File: src/rtl/axis_video_sink_pkg.sv
`default_nettype none
// ============================================================================
// Module : axis_video_sink_pkg
// Brief  : Shared state, beat and depth definitions for the video stream sink.
// Rev    : 1.0
// ============================================================================
package axis_video_sink_pkg;

  localparam int SINK_FIFO_DEPTH = 16;
  localparam int SINK_DATA_W     = 24;

  typedef enum logic [1:0] {
    SEARCH = 2'd0,
    ARMED  = 2'd1,
    RUN    = 2'd2
  } sink_state_t;

  typedef struct packed {
    logic                   tuser;
    logic                   tlast;
    logic [SINK_DATA_W-1:0] tdata;
  } sink_beat_t;

endpackage
`default_nettype wire

File: src/rtl/axis_sync_fifo.sv
`default_nettype none
// ============================================================================
// Module : axis_sync_fifo
// Brief  : Single-clock FIFO, extra-MSB pointers, synchronous flush.
// Rev    : 1.0
// ============================================================================
module axis_sync_fifo #(
  parameter int WIDTH = 26,
  parameter int DEPTH = 16
) (
  input  logic                       clk,
  input  logic                       rst_n,
  input  logic                       flush,
  input  logic                       push,
  input  logic [WIDTH-1:0]           wdata,
  input  logic                       pop,
  output logic [WIDTH-1:0]           rdata,
  output logic                       full,
  output logic                       empty,
  output logic [$clog2(DEPTH):0]     count
);

  localparam int AW = $clog2(DEPTH);

  logic [WIDTH-1:0] mem_q [DEPTH];
  logic [AW:0]      wptr_q, wptr_d;
  logic [AW:0]      rptr_q, rptr_d;
  logic             do_push, do_pop;

  assign empty = (wptr_q == rptr_q);
  assign full  = (wptr_q[AW] != rptr_q[AW]) && (wptr_q[AW-1:0] == rptr_q[AW-1:0]);
  assign count = wptr_q - rptr_q;
  assign rdata = mem_q[rptr_q[AW-1:0]];

  always_comb begin
    do_push = push && !full;
    do_pop  = pop && !empty;
    wptr_d  = flush ? '0 : wptr_q + (AW+1)'(do_push);
    rptr_d  = flush ? '0 : rptr_q + (AW+1)'(do_pop);
  end

  always_ff @(posedge clk or negedge rst_n) begin
    if (!rst_n) begin
      wptr_q <= '0;
      rptr_q <= '0;
    end else begin
      wptr_q <= wptr_d;
      rptr_q <= rptr_d;
    end
  end

  // Storage needs no reset: pointers alone define what is valid.
  always_ff @(posedge clk) begin
    if (do_push && !flush) mem_q[wptr_q[AW-1:0]] <= wdata;
  end

endmodule
`default_nettype wire

File: src/rtl/axis_video_sink.sv
`default_nettype none
// ============================================================================
// Module : axis_video_sink
// Brief  : AXI4-Stream video sink locked to timing frame start, with integrity
//          checks. STARSOC_SINK_STATS_EN enables the saturating err_count.
// Rev    : 1.0
// ============================================================================
module axis_video_sink
  import axis_video_sink_pkg::*;
#(
  parameter int DATA_W     = 24,
  parameter int H_ACTIVE   = 640,
  parameter int V_ACTIVE   = 480,
  parameter int FIFO_DEPTH = SINK_FIFO_DEPTH
) (
  input  logic              pixel_clk,
  input  logic              aresetn,
  input  logic [DATA_W-1:0] s_tdata,
  input  logic              s_tvalid,
  input  logic              s_tuser,
  input  logic              s_tlast,
  output logic              s_tready,
  input  logic              active_video,
  input  logic              vblank,
  output logic [DATA_W-1:0] vid_data,
  output logic              vid_active,
  output logic              locked,
  output logic              underflow,
  output logic              sof_err,
  output logic              eol_err,
  output logic [15:0]       err_count
);

  localparam int AW = $clog2(FIFO_DEPTH);
  localparam int CW = (H_ACTIVE > 1) ? $clog2(H_ACTIVE) : 1;
  localparam int RW = (V_ACTIVE > 1) ? $clog2(V_ACTIVE) : 1;
  localparam logic [CW-1:0] COL_LAST = CW'(H_ACTIVE - 1);
  localparam logic [RW-1:0] ROW_LAST = RW'(V_ACTIVE - 1);

  logic              rst_meta_q, rst_n_q;
  sink_state_t       state_q, state_d;
  logic [CW-1:0]     col_q, col_d;
  logic [RW-1:0]     row_q, row_d;
  logic              armed_q, armed_d;
  logic              vblank_q;
  logic              tready_q, tready_d;
  logic              locked_q, locked_d;
  logic [DATA_W-1:0] vid_data_q, vid_data_d;
  logic              vid_active_q;
  logic              uf_q, uf_d, sof_q, sof_d, eol_q, eol_d;

  logic              fifo_push, fifo_pop, fifo_flush, fifo_full, fifo_empty;
  logic [AW:0]       fifo_count, occ_d;
  logic              h_tuser, h_tlast;
  logic [DATA_W-1:0] h_data;
  logic              accept, take;

  // Reset asserts immediately and releases two edges later on the clock.
  always_ff @(posedge pixel_clk or negedge aresetn) begin
    if (!aresetn) {rst_n_q, rst_meta_q} <= 2'b00;
    else          {rst_n_q, rst_meta_q} <= {rst_meta_q, 1'b1};
  end

  axis_sync_fifo #(.WIDTH(DATA_W + 2), .DEPTH(FIFO_DEPTH)) u_fifo (
    .clk   (pixel_clk),
    .rst_n (rst_n_q),
    .flush (fifo_flush),
    .push  (fifo_push),
    .wdata ({s_tuser, s_tlast, s_tdata}),
    .pop   (fifo_pop),
    .rdata ({h_tuser, h_tlast, h_data}),
    .full  (fifo_full),
    .empty (fifo_empty),
    .count (fifo_count)
  );

  always_comb begin
    accept     = s_tvalid && tready_q;
    state_d    = state_q;
    col_d      = col_q;
    row_d      = row_q;
    armed_d    = armed_q;
    fifo_push  = 1'b0;
    fifo_pop   = 1'b0;
    fifo_flush = 1'b0;
    take       = 1'b0;
    uf_d       = 1'b0;
    sof_d      = 1'b0;
    eol_d      = 1'b0;
    vid_data_d = '0;

    case (state_q)
      SEARCH: begin
        if (accept && s_tuser) begin
          fifo_push = !fifo_full;
          state_d   = ARMED;
          armed_d   = 1'b0;
        end
      end
      ARMED: begin
        fifo_push = accept && !fifo_full;
        if (vblank_q && !vblank) armed_d = 1'b1;
        take = armed_q && active_video;
      end
      RUN: begin
        fifo_push = accept && !fifo_full;
        take      = active_video;
      end
      default: state_d = SEARCH;
    endcase

    // Frame start is treated as the pop of pixel (0,0); counters are zero in ARMED.
    if (take) begin
      fifo_pop = !fifo_empty;
      if (fifo_empty)                                 uf_d  = 1'b1;
      else if (h_tuser != ((col_q == '0) && (row_q == '0))) sof_d = 1'b1;
      else if (h_tlast != (col_q == COL_LAST))        eol_d = 1'b1;

      if (uf_d || sof_d || eol_d) begin
        fifo_flush = 1'b1;
        state_d    = SEARCH;
        col_d      = '0;
        row_d      = '0;
        armed_d    = 1'b0;
      end else begin
        vid_data_d = h_data;
        state_d    = RUN;
        armed_d    = 1'b0;
        if (col_q == COL_LAST) begin
          col_d = '0;
          if (row_q == ROW_LAST) begin
            row_d   = '0;
            state_d = ARMED;
          end else begin
            row_d = row_q + RW'(1);
          end
        end else begin
          col_d = col_q + CW'(1);
        end
      end
    end

    // Ready reflects next-cycle occupancy, so a pop never reopens a full FIFO early.
    occ_d    = fifo_flush ? '0 : fifo_count + (AW+1)'(fifo_push) - (AW+1)'(fifo_pop);
    tready_d = (state_d == SEARCH) || (occ_d != (AW+1)'(FIFO_DEPTH));

    // Lock survives the ARMED gap between good frames and drops on resync.
    if (state_d == RUN)         locked_d = 1'b1;
    else if (state_d == SEARCH) locked_d = 1'b0;
    else                        locked_d = locked_q;
  end

  always_ff @(posedge pixel_clk or negedge rst_n_q) begin
    if (!rst_n_q) begin
      state_q      <= SEARCH;
      col_q        <= '0;
      row_q        <= '0;
      armed_q      <= 1'b0;
      vblank_q     <= 1'b0;
      tready_q     <= 1'b0;
      locked_q     <= 1'b0;
      vid_data_q   <= '0;
      vid_active_q <= 1'b0;
      uf_q         <= 1'b0;
      sof_q        <= 1'b0;
      eol_q        <= 1'b0;
    end else begin
      state_q      <= state_d;
      col_q        <= col_d;
      row_q        <= row_d;
      armed_q      <= armed_d;
      vblank_q     <= vblank;
      tready_q     <= tready_d;
      locked_q     <= locked_d;
      vid_data_q   <= vid_data_d;
      vid_active_q <= active_video;
      uf_q         <= uf_d;
      sof_q        <= sof_d;
      eol_q        <= eol_d;
    end
  end

`ifdef STARSOC_SINK_STATS_EN
  logic [15:0] err_count_q, err_count_d;

  always_comb begin
    err_count_d = err_count_q;
    if ((uf_d || sof_d || eol_d) && (err_count_q != 16'hFFFF)) err_count_d = err_count_q + 16'd1;
  end

  always_ff @(posedge pixel_clk or negedge rst_n_q) begin
    if (!rst_n_q) err_count_q <= 16'h0000;
    else          err_count_q <= err_count_d;
  end

  assign err_count = err_count_q;
`else
  assign err_count = 16'h0000;
`endif

  assign s_tready   = tready_q;
  assign vid_data   = vid_data_q;
  assign vid_active = vid_active_q;
  assign locked     = locked_q;
  assign underflow  = uf_q;
  assign sof_err    = sof_q;
  assign eol_err    = eol_q;

endmodule
`default_nettype wire
File: config.mk
export PLATFORM = sky130hd
export DESIGN_NAME = axis_video_sink
export DESIGN_NICKNAME = d
export VERILOG_FILES = /design/src/rtl/axis_video_sink_pkg.sv /design/src/rtl/axis_sync_fifo.sv /design/src/rtl/axis_video_sink.sv
export SDC_FILE = /design/constraint.sdc
export NUM_CORES = 1
export LEC_CHECK = 0
export BUFFER_PORTS_ARGS = -buffer_cell sky130_fd_sc_hd__buf_2
export CAP_MARGIN = 30
export CORE_ASPECT_RATIO = 0.6
export CORE_MARGIN = 3
export CORE_UTILIZATION = 57
export CTS_BUF_LIST = sky130_fd_sc_hd__clkbuf_8 sky130_fd_sc_hd__clkbuf_16
export DETAILED_ROUTE_END_ITERATION = 7
export PLACE_DENSITY = 0.74
export SYNTH_ARGS = -nofsm -noshare
export SYNTH_HDL_FRONTEND = slang
export SYNTH_SLANG_ARGS = --single-unit
File: constraint.sdc
create_clock -name pixel_clk -period 3.7 [get_ports pixel_clk]
set_clock_uncertainty 0.2 [all_clocks]
set_input_delay 0.37 -clock pixel_clk [delete_from_list [all_inputs] [get_ports pixel_clk]]
set_output_delay 0.37 -clock pixel_clk [all_outputs]
set_load 0.05 [all_outputs]
Word level (Yosys, flattened, before mapping)
Memories as Yosys holds them, arrays and structs flattened.
Cells that the tools add are included.
Storage, ports and cells
  word-level logic and storage cells: 106
  output and inout bits: 46
  memories kept: 1
  memory bits (read-only): 0
  register bits: 65
  latch bits: 0
  RAM bits: 416
Operators by class
  shift-type cells: 0
  $lt $le $gt $ge: 0
  div/mod/pow operators: 0
  equal/unequal tests: 13
  multipliers: 0
  reductions and logical operators: 27
  mux-type cells: 42
  bitwise gates (word level): 0
  $add $sub $neg: 7
Memory list
  u_fifo.mem_q: words 16, width 26, rd ports 1, clocked after Yosys merged registers in 0, wr ports 1, RTL line axis_sync_fifo.sv:25  | logic [WIDTH-1:0] mem_q [DEPTH];
Operators with widths (number)
  24-bit 2-to-1 mux: 2
  9-bit 2-to-1 mux: 3
  1-bit 2-to-1 mux: 23
  10-bit 2-to-1 mux: 2
  5-bit by 1-bit adder with 5-bit output: 3
  5-bit 2-to-1 mux: 3
  10-bit by 1-bit adder with 10-bit output (second input constant): 1
  10-bit == test (second input constant): 1
  1-bit logical AND: 10
  10-bit logical NOT: 1
  2-bit 2-to-1 mux: 5
  9-bit by 1-bit adder with 9-bit output (second input constant): 1
  9-bit == test (second input constant): 1
  9-bit logical NOT: 1
  3-bit inequality test (second input constant): 2
  1-bit one-hot mux with 2 select lines: 3
  5-bit == test: 1
  5-bit inequality test (second input constant): 1
  5-bit by 1-bit subtractor with 5-bit output: 1
  5-bit subtractor: 1
  2-bit == test (second input constant): 2
  4-bit == test: 1
  1-bit logical NOT: 4
  2-bit logical NOT: 2
  9 further kinds: 14

Depth between registers and ports, before layout
Gate-level depths: netlist (run 1).
  depth after elaboration: 14
  mapped depth: 17
  gate-level depth less buffers: 16

Hierarchy
Synthesis (run 1) repeated with hierarchy kept, for this count alone.
Unflattened totals
  cell total of the unflattened synthesis: 1105
  area total of the unflattened synthesis: 19408.6 um2
By module, submodules not included
  axis_sync_fifo: instances 1, area each 16637.2 um2, cells each 836
  axis_video_sink: instances 1, area each 2771.4 um2, cells each 269

Least setup slack after synthesis (run 1)
Ideal clock, no wire load.
  path kind: register to register
  start: register u_fifo.rptr_q[2]
  end: memory u_fifo.mem_q[10][0] (enable)
  setup time: 0.484 ns
  period minus slack after synthesis: 5.665 ns
  stages on the path, launching flop included: 10
  data required time: 3.016 ns
  arrival: 4.981 ns
  setup slack: -1.965 ns
  cell sequence: dfrtp_1 > buf_6 > mux4_1 > mux4_2 > xor2_1 > and2_4 > a21oi_2 > buf_4 > buf_6 > nor4b_1
Between the ends
  word-level cells in the longest chain between the ends: 13
  elaborated cells on any way between the ends: 28
  those cells by class: 4 x eq/ne; 15 x mux; 8 x reduce/logical; 1 x memory
Ends and longest elaborated chain
  start: declaration: RTL line axis_sync_fifo.sv:27  | logic [AW:0] rptr_q, rptr_d;
  start signal: assignment: RTL line axis_sync_fifo.sv:48  | rptr_q <= rptr_d;
  memory read 16 x 26 bit
  1-bit inequality test (on tied branches): RTL line axis_video_sink.sv:117, axis_video_sink.sv:116
  1-bit 2-to-1 mux (on tied branches): RTL line axis_video_sink.sv:117, axis_video_sink.sv:116
  1-bit 2-to-1 mux (on tied branches): RTL line axis_video_sink.sv:116, axis_video_sink.sv:115
  1-bit 2-to-1 mux (on tied branches): RTL line axis_video_sink.sv:115, axis_video_sink.sv:113
  1-bit 2-to-1 mux or 1-bit logical OR (tied branches): RTL line axis_video_sink.sv:113, axis_video_sink.sv:119
  1-bit logical OR: RTL line axis_video_sink.sv:119  | if (uf_d || sof_d || eol_d) begin
  1-bit 2-to-1 mux: RTL line axis_video_sink.sv:119
  1-bit 2-to-1 mux: RTL line axis_video_sink.sv:113  | if (take) begin
  1-bit logical NOT: RTL line axis_sync_fifo.sv:54  | if (do_push && !flush) mem_q[wptr_q[AW-1:0]] <= wdata;
  1-bit logical AND *: RTL line axis_sync_fifo.sv:54
  1-bit 2-to-1 mux *: RTL line axis_sync_fifo.sv:54
  1-bit 2-to-1 mux (implied by the code) *: RTL line axis_sync_fifo.sv:54
  end: declaration: RTL line axis_sync_fifo.sv:25
Mark *: on every way between the ends. The rest lies on a longest branch, timed or not. The select of a mux whose other input is x is not followed.

Worst setup path after layout (run 1)
  start: register u_fifo.rptr_q[2]
  end: register tready_q, in the netlist s_tready
Between the ends
  word-level cells in the longest chain between the ends: 12
  elaborated cells on any way between the ends: 34
  those cells by class: 3 x add/sub; 5 x eq/ne; 17 x mux; 8 x reduce/logical; 1 x memory
Ends and longest elaborated chain
  branches (longest 11 deep; another with 5-bit by 1-bit adder with 5-bit output)
  1-bit logical OR *: RTL line axis_video_sink.sv:145  | tready_d = (state_d == SEARCH) || (occ_d != (AW+1)'(FIFO_DEPTH));
  named net tready_d: RTL line axis_video_sink.sv:46  | logic tready_q, tready_d;
  end signal: assignment: RTL line axis_video_sink.sv:173  | tready_q <= tready_d;
  end: declaration: RTL line axis_video_sink.sv:46
Mark *: on every way through the listed nets, which the timed path passes. The select of a mux whose other input is x is not followed.
A chain may end at the register's enable or synchronous reset.

==> results.cfg, run 1 <==
[power]
pwr-share-comb = 0.295
pwrdens_nw_per_um2 = 696
internal-power_uw = 11400
cellLeakagePower_uw = 0.00803
power.net_switching_uw = 4570
swShare = 0.287
ir_worst_vdd_mv = 0.424
seq_power_share = 0.419
power.clock.fraction = 0.286

[worst_setup_path]
critical-path-slowest-cell = sky130_fd_sc_hd__or4_1
end_kind = flip-flop
worstPathRequired_ns = 3.92
worst-endpoint-arrival_ns = 4.26
critPathMaxStageDelay_ns = 0.47
critical_path_peak_fanout = 2
startpoint_type_of_the_worst_setup_path = flip-flop
worst-setup-path-type = flip-flop to flip-flop
crit_path_cell_trace = ha_4 -> nand4_1 -> buf_4 -> or2b_4 -> and2_4 -> inv_4 -> fa_2 -> inv_2 -> fa_1 -> inv_1 -> ha_2 -> fa_2 -> or4_1 -> or4_1

[global_routing]
grt_pass1_vias = 9880
grt_max_degree = 66
grt_first_pass_wirelength_um = 62700
track_usage = 0.234
number_of_antenna_violations_at_the_first_check_in_global_routing = 0
grt.overflow.total = 0

[timing]
tightest_slew_ns = 0.731
period_minus_slack_ns = 4.05
finalSetupViolCount = 66
relSlewSlack = 0.513
fmaxAchievable_mhz = 247
rsz0062_at_grt = true
finalWorstSetupSlack_ns = -0.347
final_max_slew_viol_count = 0
finalHoldViolCount = 0
period_share = 1.09

[run]
drv_cap = 0

[detailed_routing]
wl_per_cell_um = 26.0
dr.pass1.iters = 5
detail-route-antenna-nets = 0
drt_iter0_markers = 1035
post-route-drc-count = 0
post_detailed_route_via_to_cell_ratio = 6.09
num_vias = 9746
drt_wl_total_um = 41600

[cts]
clock_transition_time_at_the_flip_flop_clock_pins_of_the_worst_setup_and_hold_paths_ns = 0.07
cts_max_path_buffers = 3
clock_latency_ns = 0.55
tritoncts = yes
clock_sink_count = 481
clock_tree_root_driver_cell = sky130_fd_sc_hd__clkbuf_16
cts_h_tree_depth = 2
cts-buffers-inserted = 42

[floorplanning]
core_region_area_um2 = 33000
chipHeight_um = 149
die_width_um = 244
floorplan.rows = 51
boundaryPins = 77
start_util = 0.589
die_ar_um2 = 36400

[placement]
dp_hpwl_um = 23500
gp_congestion = 0.804
io_buffer_count = 60
dpl_cell_area_um2 = 21100

[synth]
post_synthesis_area_per_instance_um2 = 20.5
synth_seq_area_share = 0.726
async_reset_ff_frac = 0.135
yosys.cell_types.count = 46
synth-warning-count = 0
postSynth.topFlopCell = sky130_fd_sc_hd__edfxtp_1
ys_ff_latch = 481
synthesis.instances = 950
synth-edff-count = 416
post_synth_instance_area_um2 = 19400

[final_layout]
finalNetCount = 1172
final_core_util = 0.694
seqCellArea_um2 = 14100
post_route_cell_area_um2 = 22900
multi_input_comb_area_um2 = 5120
syn2layout_area_growth_pct = 17.7
antennaDiodeCount = 0
drive_above_1_share = 0.304
fill_cells = 2045

[outcome]
failed_checks = setup timing
outcome = finished, violations left

[min_path]
worst_hold_path_type = input port to flip-flop
-- sequential cells by signal, indices dropped and copies added (netlist names), 2 cells and up --
register       cells
col_q             10
row_q              9
state_q            2
u_fifo.mem_q     416
u_fifo.rptr_q      5
u_fifo.wptr_q      5
vid_data          24
-- power by group through the flow --
stage               Clock, uW  Sequential, uW  Combinational, uW
floorplan                   0            6810               3180
global placement            0            6760               4500
CTS                      4630            6690               4660
global route             4860            6710               5020
finish                   4560            6680               4690
detailed placement          0            6790               4570
-- synthesized netlist by cell type, drive strengths merged (8+ instances only) --
| cell | number | area, um^2 |
|---|---|---|
| edfxtp | 416 | 12500 |
| mux4 | 129 | 3080 |
| dfrtp | 65 | 1630 |
| buf | 41 | 294 |
| nor2 | 31 | 116 |
| inv | 30 | 113 |
| nand3 | 23 | 115 |
| clkbuf | 22 | 113 |
| ha | 21 | 263 |
| nand4 | 21 | 131 |
| and2b | 15 | 131 |
| nor2b | 15 | 93.8 |
| nand2 | 14 | 52.6 |
| and3 | 10 | 63.8 |
| mux2i | 10 | 100 |
| nor4 | 10 | 62.6 |
| xnor2 | 10 | 95.1 |
| o211ai | 8 | 60.1 |
| o21ai | 8 | 40.0 |
| xor2 | 8 | 70.1 |
-- path summary, 6_finish.rpt --
check                                       from             endpoint  slack [ns]  depth (start not counted)
worst max-delay path            u_fifo.rptr_q[2]             s_tready       -0.35                         14
worst min-delay path                 s_tdata[17]  u_fifo.mem_q[2][17]        0.02                          1
worst max register to register  u_fifo.rptr_q[2]             s_tready       -0.35                         14
worst min register to register           rst_n_q          vid_data[2]        0.15                          1
max in group asynchronous                aresetn              rst_n_q        2.69                          3
min in group asynchronous                rst_n_q          vid_data[2]        0.15                          1
-- placed cells by master, fill, tap and decap left out, types with 4 or more instances in the layout --
master / instances
sky130_fd_sc_hd__xor2_1: 7
sky130_fd_sc_hd__clkinv_1: 8
sky130_fd_sc_hd__o211ai_1: 8
sky130_fd_sc_hd__bufinv_16: 6
sky130_fd_sc_hd__xnor2_1: 8
sky130_fd_sc_hd__nand2_1: 14
sky130_fd_sc_hd__nand3_1: 23
sky130_fd_sc_hd__a21oi_1: 5
sky130_fd_sc_hd__nor4_4: 8
sky130_fd_sc_hd__mux4_1: 42
sky130_fd_sc_hd__nor2b_1: 15
sky130_fd_sc_hd__a31oi_1: 4
sky130_fd_sc_hd__dlygate4sd3_1: 24
sky130_fd_sc_hd__ha_1: 17
sky130_fd_sc_hd__inv_1: 35
sky130_fd_sc_hd__mux4_2: 87
sky130_fd_sc_hd__nor2_4: 4
sky130_fd_sc_hd__and2b_2: 15
sky130_fd_sc_hd__conb_1: 17
sky130_fd_sc_hd__edfxtp_1: 416
sky130_fd_sc_hd__dfrtp_1: 59
sky130_fd_sc_hd__o21ai_0: 8
sky130_fd_sc_hd__buf_4: 61
sky130_fd_sc_hd__nor2_1: 27
sky130_fd_sc_hd__buf_12: 21
sky130_fd_sc_hd__nand4_1: 21
sky130_fd_sc_hd__and3_1: 9
sky130_fd_sc_hd__mux2i_1: 10
sky130_fd_sc_hd__nor4b_4: 4
sky130_fd_sc_hd__clkbuf_16: 45
sky130_fd_sc_hd__buf_2: 60
sky130_fd_sc_hd__nor3_1: 6
-- metrics by stage --
| step | setup TNS (ns) | instances | hold WS, ns | worst slack [ns] | total power, uW |
|---|---|---|---|---|---|
| 2_1_floorplan | -3.23 | 965 | -0.126 | -0.361 | 9990 |
| 5_1_grt | -38.64 | 1600 | 0.00589 | -0.443 | 16600 |
| 3_3_place_gp | -42.66 | 1496 | -0.0469 | -0.292 | 11300 |
| 6_report | -2.35 | 1600 | 0.0192 | -0.347 | 15900 |
| 3_5_place_dp | -60.78 | 1496 | -0.0439 | -0.361 | 11400 |
| 4_1_cts | -77.65 | 1596 | 0.000306 | -0.361 | 16000 |
-- worst max-delay path: cells and delay by family (launching register included) --
kind          cells  cell delay [ns]
flops             1             0.44
fa+ha+maj         5             1.53
simple gates      5             1.45
buf+inv           4             0.31
-- per-layer routing --
layer | up-vias | track usage | share of wire
met4 | 0 | 0.0519 | 0.015
met1 | 5118 | 0.366 | 0.45
met2 | 386 | 0.352 | 0.46
met5 | - | 0 | 0
met3 | 53 | 0.0445 | 0.070
li1 | 4189 | - | -
-- kinds of logic (layout without fill, tap and decap cells) --
| family | Yosys count | after routing | synth area share |
|---|---|---|---|
| compound gates | 29 | 29 | 0.00940 |
| xor+xnor | 18 | 18 | 0.00850 |
| fa+ha+maj | 24 | 24 | 0.0166 |
| buf+inv | 93 | 278 | 0.0267 |
| flops | 481 | 481 | 0.726 |
| mux | 140 | 140 | 0.164 |
| other cells | 2 | 17 | 0.000386 |
| simple gates | 163 | 163 | 0.0481 |
-- layout make-up --
class / count / share of cell area
repair buffers: 171 / 0.0660
inverters: 30 / 0.00536
flip-flops and latches: 481 / 0.618
clock buffers: 47 / 0.0504
multi-input cells: 391 / 0.224
clock inverters: 30 / 0.0124
well taps: 450 / 0.0246
-- what timing repair did --
item / CTS / global route
gates resized for setup: 2 / 4
setup endpoints to repair: 417 / 449
buffers inserted: 0 / 1
hold buffers: 23 / 1
endpoints found under the hold margin: 292 / 1
pin swaps: 1 / 1
No activity file was read; power rests on OpenSTA's default activity.
==> run 2, diff against run 1 <==
--- a/config.mk
+++ b/config.mk
@@ -10,9 +10,10 @@
 export CORE_ASPECT_RATIO = 0.6
 export CORE_MARGIN = 3
 export CORE_UTILIZATION = 57
-export CTS_BUF_LIST = sky130_fd_sc_hd__clkbuf_8 sky130_fd_sc_hd__clkbuf_16
+export CTS_BUF_LIST = sky130_fd_sc_hd__clkbuf_2 sky130_fd_sc_hd__clkbuf_4 sky130_fd_sc_hd__clkbuf_8
 export DETAILED_ROUTE_END_ITERATION = 7
 export PLACE_DENSITY = 0.74
+export SKIP_LAST_GASP = 1
 export SYNTH_ARGS = -nofsm -noshare
 export SYNTH_HDL_FRONTEND = slang
 export SYNTH_SLANG_ARGS = --single-unit
==> run 2 against run 1 <==
  * Flip-flop and latch count stayed put
  * Power down 2.8%
  * Critical endpoint unchanged
  * Highest routed layer unchanged
  * Critical path depth did not move
  * Setup slack improved by 0.023 ns
  * Sequential share of layout area grew 0.14 points
  * The run still ends with setup timing left
  * Routed wire length down 3.8%
  * Final cell count increased by 3.1%
==> results.cfg, run 2 (same netlist as run 1, synthesis figures left out) <==
[outcome]
outcome = finished, violations left
failed_checks = setup timing

[detailed_routing]
drt_wl_total_um = 40100
num_vias = 9800
post-route-drc-count = 0
dr.pass1.iters = 5
detail-route-antenna-nets = 0
post_detailed_route_via_to_cell_ratio = 5.94
wl_per_cell_um = 24.3
drt_iter0_markers = 920

[cts]
cts-buffers-inserted = 68
cts_h_tree_depth = 3
clock_sink_count = 481
clock_transition_time_at_the_flip_flop_clock_pins_of_the_worst_setup_and_hold_paths_ns = 0.07
clock_tree_root_driver_cell = sky130_fd_sc_hd__clkbuf_8
tritoncts = yes
cts_max_path_buffers = 3
clock_latency_ns = 0.62

[worst_setup_path]
end_kind = flip-flop
critical_path_peak_fanout = 2
worst-setup-path-type = flip-flop to flip-flop
critPathMaxStageDelay_ns = 0.47
worst-endpoint-arrival_ns = 4.31
critical-path-slowest-cell = sky130_fd_sc_hd__or4_1
startpoint_type_of_the_worst_setup_path = flip-flop
crit_path_cell_trace = ha_4 -> nand4_1 -> buf_4 -> or2b_4 -> and2_4 -> inv_4 -> fa_2 -> inv_2 -> fa_1 -> inv_1 -> ha_2 -> fa_2 -> or4_1 -> or4_1
worstPathRequired_ns = 3.99

[power]
cellLeakagePower_uw = 0.00802
pwrdens_nw_per_um2 = 678
ir_worst_vdd_mv = 0.490

[global_routing]
number_of_antenna_violations_at_the_first_check_in_global_routing = 1
grt_max_degree = 66
grt_pass1_vias = 9804
grt_first_pass_wirelength_um = 60500
track_usage = 0.227
grt.overflow.total = 0

[floorplanning]
boundaryPins = 77
die_width_um = 244
start_util = 0.589
chipHeight_um = 149
floorplan.rows = 51
die_ar_um2 = 36400
core_region_area_um2 = 33000

[timing]
period_minus_slack_ns = 4.02
finalHoldViolCount = 0
rsz0062_at_grt = true
tightest_slew_ns = 0.917
totalNegativeSetupSlack_ns = -1.40
fmaxAchievable_mhz = 249
finalSetupViolCount = 45
final_max_slew_viol_count = 0
finalWorstSetupSlack_ns = -0.324
timing.hold.ws_ns = 0.116
relSlewSlack = 0.389
period_share = 1.09

[placement]
numPlacedInstances = 1496
io_buffer_count = 60
gp_congestion = 0.804
dp_hpwl_um = 23500

[final_layout]
largest_reg_flops = 416
syn2layout_area_growth_pct = 17.4
layout.cells.non_filler = 1649
mostFrequentLayoutCell = sky130_fd_sc_hd__edfxtp_1
final_core_util = 0.692
layout_common_cells = sky130_fd_sc_hd__edfxtp_1, sky130_fd_sc_hd__mux4_2, sky130_fd_sc_hd__clkbuf_8, sky130_fd_sc_hd__buf_4, sky130_fd_sc_hd__buf_2
drive_above_1_share = 0.331
finalNetCount = 1203
antennaDiodeCount = 0

[run]
drv_cap = 0

[min_path]
worst_hold_path_type = input port to flip-flop
-- run 2: area by class of cell --
type,instances,area [um^2]
fillers,2049,10200
multi-input cells,391,5120
flip-flops and latches,481,14100
clock inverters,25,190
inverters,30,123
repair buffers,176,1540
well taps,450,563
clock buffers,96,1160
-- run 2: worst max-delay path, delay by kind of cell, from the launching register on --
kind	cells	cell delay, ns
adders and majority gates	5	1.51
buffers and inverters	4	0.31
DFF	1	0.43
and+or+nand+nor	5	1.45
-- run 2: routing by layer --
metal | track usage | share of wire | wire length (um)
met3 | 0.0580 | 0.072 | 2890
met5 | 0 | 0 | 0
met2 | 0.326 | 0.45 | 18000
met4 | 0.0510 | 0.014 | 568
met1 | 0.358 | 0.47 | 18700
-- run 2: final timing paths --
path                             startpoint  cells after the start  slack, ns               end
max reg2reg                u_fifo.rptr_q[2]                     14      -0.32          s_tready
max in group asynchronous           rst_n_q                      0       2.33  u_fifo.rptr_q[1]
min in group asynchronous           rst_n_q                      0       0.27       vid_data[0]
min reg2reg                      rst_meta_q                      0       0.16           rst_n_q
min                                s_tvalid                      5       0.12           armed_q
max                        u_fifo.rptr_q[2]                     14      -0.32          s_tready
-- run 2: what timing repair did --
item                                    CTS  global route
gates resized for setup                   2             4
gates cloned                              0             0
pin swaps                                 1             1
endpoints found under the setup margin  417           442
endpoints found under the hold margin   421             0
hold buffers                             30             0
buffers inserted                          0             1
-- run 2: stage by stage --
stage / setup WS, ns / area [um^2] / power, uW
after floorplan: -0.361 / 19800 / 9990
final: -0.324 / 22800 / 15500
after CTS: -0.356 / 22800 / 15600
after detailed placement: -0.361 / 21100 / 11400
after global routing: -0.419 / 22800 / 16200
after global placement: -0.292 / 21100 / 11300
-- run 2: report_power, final --
| part | leakage (uW) | total, uW | internal (uW) | switching [uW] |
|---|---|---|---|---|
| Sequential | 0.00458 | 6680 | 6470 | 216 |
| Combinational | 0.00273 | 4640 | 2230 | 2410 |
| Clock | 0.000710 | 4160 | 2240 | 1920 |
